File: src/rtl/dmem_access_seq.sv
// Load/store sequencer between the core datapath and a variable-latency word-wide data memory port.
// Latency: aligned access completes 3 cycles after acceptance with grant/rvalid back to back; a split access adds at least 2.
// Backpressure: stall holds the core while an access is in flight; mem_req is held, stable, until mem_gnt.
// Optional: define DMEM_MISALIGN_SPLIT_EN to split misaligned accesses into two beats (otherwise they fault).
module dmem_access_seq (
  input  logic        clk,
  input  logic        rst_n,
  input  logic        req_valid,
  input  logic        req_we,
  input  logic [31:0] req_addr,
  input  logic [31:0] req_wdata,
  input  logic [1:0]  req_size,
  input  logic        req_signed,
  output logic        stall,
  output logic        rsp_valid,
  output logic [31:0] rsp_rdata,
  output logic        misalign_fault,
  output logic        mem_req,
  output logic        mem_we,
  output logic [31:0] mem_addr,
  output logic [3:0]  mem_be,
  output logic [31:0] mem_wdata,
  input  logic        mem_gnt,
  input  logic        mem_rvalid,
  input  logic [31:0] mem_rdata
);

  typedef enum logic [2:0] {IDLE, REQ0, RSP0, REQ1, RSP1, DONE} state_t;

  state_t state, state_nxt;

  // Captured request fields, valid from REQ0 until the next acceptance
  logic        we_q;
  logic        signed_q;
  logic [1:0]  size_q;
  logic [1:0]  off_q;
`ifdef DMEM_MISALIGN_SPLIT_EN
  logic        split_q;
  logic [31:0] wdata_q;
  logic [31:0] merge_q;   // raw first beat; its lanes off..3 are the low bytes of the result
`else
  logic        fault_q;
`endif

  logic [1:0]  off_in;
  logic        split_in;
  logic        issue0;
  logic [31:0] ld_word;

  // Access size in bytes; 2'b11 behaves as a word
  function automatic logic [2:0] size_bytes(input logic [1:0] sz);
    case (sz)
      2'b00:   size_bytes = 3'd1;
      2'b01:   size_bytes = 3'd2;
      default: size_bytes = 3'd4;
    endcase
  endfunction

  // Unshifted lane mask covering the low nbytes lanes
  function automatic logic [3:0] low_lanes(input logic [1:0] sz);
    case (sz)
      2'b00:   low_lanes = 4'b0001;
      2'b01:   low_lanes = 4'b0011;
      default: low_lanes = 4'b1111;
    endcase
  endfunction

  // Sign- or zero-extend a right-justified load value
  function automatic logic [31:0] load_ext(input logic [31:0] d, input logic [1:0] sz, input logic sg);
    case (sz)
      2'b00:   load_ext = {{24{sg & d[7]}}, d[7:0]};
      2'b01:   load_ext = {{16{sg & d[15]}}, d[15:0]};
      default: load_ext = d;
    endcase
  endfunction

  assign off_in   = req_addr[1:0];
  assign split_in = ({2'b00, off_in} + {1'b0, size_bytes(req_size)}) > 4'd4;

`ifdef DMEM_MISALIGN_SPLIT_EN
  assign issue0  = (state == IDLE) && req_valid;
  assign ld_word = (state == RSP1) ? 32'({mem_rdata, merge_q} >> {off_q, 3'b000})
                                   : (mem_rdata >> {off_q, 3'b000});
`else
  assign issue0  = (state == IDLE) && req_valid && !split_in;
  assign ld_word = mem_rdata >> {off_q, 3'b000};
`endif

  // State register
  always_ff @(posedge clk or negedge rst_n) begin
    if (!rst_n) state <= IDLE;
    else        state <= state_nxt;
  end

  // Next-state decode and the unregistered handshake outputs
  always_comb begin
    state_nxt      = state;
    stall          = 1'b0;
    rsp_valid      = 1'b0;
    misalign_fault = 1'b0;
    case (state)
      IDLE: begin
        stall = req_valid & rst_n;
        if (req_valid) begin
`ifdef DMEM_MISALIGN_SPLIT_EN
          state_nxt = REQ0;
`else
          state_nxt = split_in ? DONE : REQ0;
`endif
        end
      end
      REQ0: begin
        stall = 1'b1;
        if (mem_gnt) state_nxt = RSP0;
      end
      RSP0: begin
        stall = 1'b1;
        if (mem_rvalid) begin
`ifdef DMEM_MISALIGN_SPLIT_EN
          state_nxt = split_q ? REQ1 : DONE;
`else
          state_nxt = DONE;
`endif
        end
      end
      REQ1: begin
        stall = 1'b1;
        if (mem_gnt) state_nxt = RSP1;
      end
      RSP1: begin
        stall = 1'b1;
        if (mem_rvalid) state_nxt = DONE;
      end
      DONE: begin
        rsp_valid = 1'b1;
`ifndef DMEM_MISALIGN_SPLIT_EN
        misalign_fault = fault_q;
`endif
        state_nxt = IDLE;
      end
      default: state_nxt = IDLE;
    endcase
  end

  // Capture the request, drive the registered memory port and merge load data
  always_ff @(posedge clk or negedge rst_n) begin
    if (!rst_n) begin
      mem_req   <= 1'b0;
      mem_we    <= 1'b0;
      mem_addr  <= 32'h0;
      mem_be    <= 4'h0;
      mem_wdata <= 32'h0;
      rsp_rdata <= 32'h0;
      we_q      <= 1'b0;
      signed_q  <= 1'b0;
      size_q    <= 2'b00;
      off_q     <= 2'b00;
`ifdef DMEM_MISALIGN_SPLIT_EN
      split_q   <= 1'b0;
      wdata_q   <= 32'h0;
      merge_q   <= 32'h0;
`else
      fault_q   <= 1'b0;
`endif
    end else begin
      if (state == IDLE && req_valid) begin
        we_q     <= req_we;
        signed_q <= req_signed;
        size_q   <= req_size;
        off_q    <= off_in;
`ifdef DMEM_MISALIGN_SPLIT_EN
        split_q  <= split_in;
        wdata_q  <= req_wdata;
`else
        fault_q  <= split_in;
`endif
      end
      if (issue0) begin
        mem_req   <= 1'b1;
        mem_we    <= req_we;
        mem_addr  <= {req_addr[31:2], 2'b00};
        mem_be    <= low_lanes(req_size) << off_in;
        mem_wdata <= req_wdata << {off_in, 3'b000};
      end
      case (state)
        REQ0, REQ1: begin
          if (mem_gnt) mem_req <= 1'b0;
        end
        RSP0: begin
          if (mem_rvalid) begin
`ifdef DMEM_MISALIGN_SPLIT_EN
            merge_q <= mem_rdata;
            if (split_q) begin
              // Second beat: next word (wraps mod 2^32), lanes that spilled past lane 3
              mem_req   <= 1'b1;
              mem_addr  <= mem_addr + 32'd4;
              mem_be    <= 4'(({4'b0000, low_lanes(size_q)} << off_q) >> 4);
              mem_wdata <= 32'(({32'h0, wdata_q} << {off_q, 3'b000}) >> 32);
            end else if (!we_q) begin
              rsp_rdata <= load_ext(ld_word, size_q, signed_q);
            end
`else
            if (!we_q) rsp_rdata <= load_ext(ld_word, size_q, signed_q);
`endif
          end
        end
        RSP1: begin
          if (mem_rvalid && !we_q) rsp_rdata <= load_ext(ld_word, size_q, signed_q);
        end
        default: ;
      endcase
    end
  end

endmodule

File: config.mk
export PLATFORM = sky130hd
export DESIGN_NAME = dmem_access_seq
export DESIGN_NICKNAME = d
export VERILOG_FILES = /design/src/rtl/dmem_access_seq.sv
export SDC_FILE = /design/constraint.sdc
export NUM_CORES = 1
export LEC_CHECK = 0
export BUFFER_PORTS_ARGS = -buffer_cell sky130_fd_sc_hd__buf_2
export CAP_MARGIN = 20
export CORE_MARGIN = 3
export CORE_UTILIZATION = 45
export CTS_CLUSTER_DIAMETER = 80
export DETAILED_ROUTE_END_ITERATION = 6
export PLACE_DENSITY_LB_ADDON = 0.25
export SLEW_MARGIN = 20
export SYNTH_ARGS = -nofsm -noshare
export SYNTH_HDL_FRONTEND = slang
export SYNTH_SLANG_ARGS = --single-unit
File: constraint.sdc
create_clock -name clk -period 4.6 [get_ports clk]
set_input_delay 0.23 -clock clk [delete_from_list [all_inputs] [get_ports clk]]
set_output_delay 0.23 -clock clk [all_outputs]
set_load 0.005 [all_outputs]
==> results.md <==
* Pwr Total at 4.20 mW
* Pin slew with the least headroom to its limit at 0.998 ns
* Most used routing layer: met2
* Asr flop ratio synth at 100%
* Non-filler cells, final at 822
* Net Sw Frac at 35.0%
* Hold_ws at 0.101 ns
* Die Ht at 117 um
* Final Worst Setup Slack at 1.51 ns
* Die Area at 13600 um2
* Tmin final at 3.09 ns
* Max clock buf depth at 2
* DP HPWL at 10500 um
* Vias/cell at 5.24
* Critical path class: input pin to flip-flop
* Most used flip-flop cell after synthesis: dfrtp_1
* Avg WL per Cell at 17.0 um
* Worst Skew at 0.00523 ns
* 1st-iter DRT viols at 176
* Clk slew on worst S/H paths at 0.07 ns
* EDFF count, synth at 0
* Sequential share of the synthesized area at 50.0%
* Met1 Usage GRT at 26.4%
* Hold Vio Cnt, Final at 0
* CTS tree: built
* Reg2Reg Setup Slack at 2.07 ns
* Crit-path max FO at 49
* Yosys reg bits at 110
* Leakage power at 3.40 nW
* Comb power frac at 40.4%
* Vias in the first global route at 4243
* Synth Instances at 484
* CTS resizes at 0
* Synth unique cells at 40
* FILL cells at 1023
* Antenna diodes at 0
* Cell Area, Synth at 5510 um2
* Setup violators final at 0
* P_sw at 1.47 mW
* P_int at 2.73 mW
* Worst slew margin at 33.5%
* Initial core utilization at 47.0%
* Antenna violations before repair at 0
* Pwr dens at 614 nW/um2
* Port buffer count at 207
* Die width at 117 um
* Max Clk Rate at 323 MHz
* TNS Setup at 0 ns
* Crit start category: input pin
* CP max stage cell: buf_4
* Clk Latency, worst-skew pair at 0.35 ns
* Area delta synth->final at 24.4%
* Ports at 210
* CP arrival at 3.33 ns
* Largest net degree at the start of global routing at 91
* Critical path buffers and inverters at 2
* Worst path required time at 4.83 ns
* Gpl congestion at 0.869
* Share of layout cells above drive strength 1 at 45.8%
* Max_cap viols at 0
* Commonest non-fill, non-tap cells in the layout: 206 x buf_2, 110 x dfrtp_1, 67 x mux2_2
* Final Max Slew Viols at 0
* # DRC at 0
* Worst-path cell chain: buf_2, ha_1, fa_1, nand2b_1, a21oi_1, o21ai_4, buf_4, mux2_2
* Final ANT Viol Nets at 0
* Met2 GRT Util at 33.3%
* GRT Util Overall at 20.5%
* Post-placement cell count at 804
* Commonest non-fill, non-tap cell in the layout: buf_2
* Drt total wl at 14000 um
* Clk sink count at 110
* Crit path largest cell delay at 0.63 ns
* Peak VDD IR at 0.000425 V
* RSZ-0062 raised after global routing: no
* Via total after detailed routing at 4306
* Router iterations before antenna repair at 4
* Mean post-synth cell area at 11.4 um2
* Grt ovf at 0
* Met3 Usage GRT at 7.31%
* CP Capture Type: flip-flop
* CTS buffer count at 9
* Synth warnings at 0
* # rows at 39
* Final nets at 783
* Clk root buf: clkbuf_16
* Clock network power share at 18.1%
* First-pass GRT wire length at 21600 um
* Status: completed
* Worst path top cell family by delay: buffers and inverters
* Total core area at 11700 um2
* HP Class: input pin to flip-flop
* Sequential share of power at 41.5%
* Pre-CTS setup slack at 1.14 ns
* Period utilisation layout at 67.3%
* H-tree lvl count at 3
==> final timing paths <==
| path | startpoint | end | depth (start not counted) |
|---|---|---|---|
| max in group asynchronous | rst_n | mem_be[3] | 3 |
| worst min-delay path | req_signed | signed_q | 3 |
| worst max register to register | state[2] | mem_addr[9] | 5 |
| min in group asynchronous | rst_n | rsp_rdata[31] | 2 |
| worst min register to register | rsp_rdata[10] | rsp_rdata[10] | 2 |
| worst max-delay path | req_addr[0] | mem_addr[9] | 8 |
==> metal layers <==
| layer | vias up | routed length (um) |
|---|---|---|
| met1 | 2089 | 5840 |
| met2 | 142 | 6850 |
| li1 | 2059 | - |
| met5 | - | 0 |
| met4 | 0 | 211 |
| met3 | 16 | 1080 |
==> logic make-up after synthesis <==
logic type | count (synthesis) | synth area share (%)
simple gates | 113 | 9.25
compound gates | 92 | 11.6
mux | 115 | 22.8
xor+xnor | 1 | 0.295
fa+ha+maj | 4 | 1.05
flops | 110 | 50.0
buf+inv | 48 | 5.02
other cells | 1 | 0.0681
==> worst register-to-register path: cells and delay by family (launching register included) <==
family	cells	cell delay [ns]
buf+inv	2	0.78
flops	1	0.55
mux	1	0.43
compound gates	1	0.34
simple gates	1	0.32
==> final cells by class <==
class,count,area [um2],area share [%]
clock buffers,11,253,3.69
clock inverters,5,40.0,0.585
inverters,14,52.6,0.767
multi-input cells,327,2480,36.2
flip-flops and latches,110,2750,40.2
well taps,143,179,2.61
repair buffers,212,1090,15.9
==> repair_timing <==
item,CTS,global route
hold endpoints to repair,20,0
hold buffers,1,0
setup buffers,0,0
==> through the flow <==
stage	utilization (%)	area, um2
3_3_place_gp	55.7	6530
5_1_grt	58.5	6850
2_1_floorplan	-	5510
4_1_cts	58.3	6830
6_report	58.5	6850
3_5_place_dp	55.7	6530
==> Yosys cell counts (2+ instances only) <==
master | number | area [um2]
o21ai_2 | 8 | 70.1
mux2i_1 | 42 | 420
dfrtp_1 | 110 | 2750
nand3_1 | 2 | 10.0
a21oi_1 | 30 | 150
nor2_1 | 43 | 161
o22a_1 | 8 | 70.1
buf_4 | 3 | 22.5
mux2_2 | 67 | 754
a211oi_1 | 23 | 173
nand2b_1 | 6 | 37.5
clkbuf_1 | 8 | 30.0
o21ai_0 | 12 | 60.1
o21a_1 | 2 | 15.0
buf_1 | 5 | 18.8
ha_1 | 3 | 37.5
nor2b_1 | 18 | 113
nand2_1 | 39 | 146
inv_1 | 14 | 52.6
buf_2 | 8 | 40.0
buf_6 | 10 | 113
mux2_1 | 5 | 56.3
==> power groups by stage <==
stage | Clock (mW) | Combinational (mW) | Sequential (mW)
CTS | 0.788 | 1.72 | 1.75
global placement | 0 | 1.67 | 1.75
detailed placement | 0 | 1.72 | 1.76
floorplan | 0 | 1.06 | 1.71
finish | 0.760 | 1.70 | 1.75
global route | 0.827 | 1.88 | 1.81
==> sequential cells by signal, summed over array words and instances, names as in the netlist, 2 cells and up <==
name,count
mem_wdata,32
off_q,2
mem_be,4
rsp_rdata,32
mem_addr,30
size_q,2
state,3
Power figures use the tool's default switching activity.
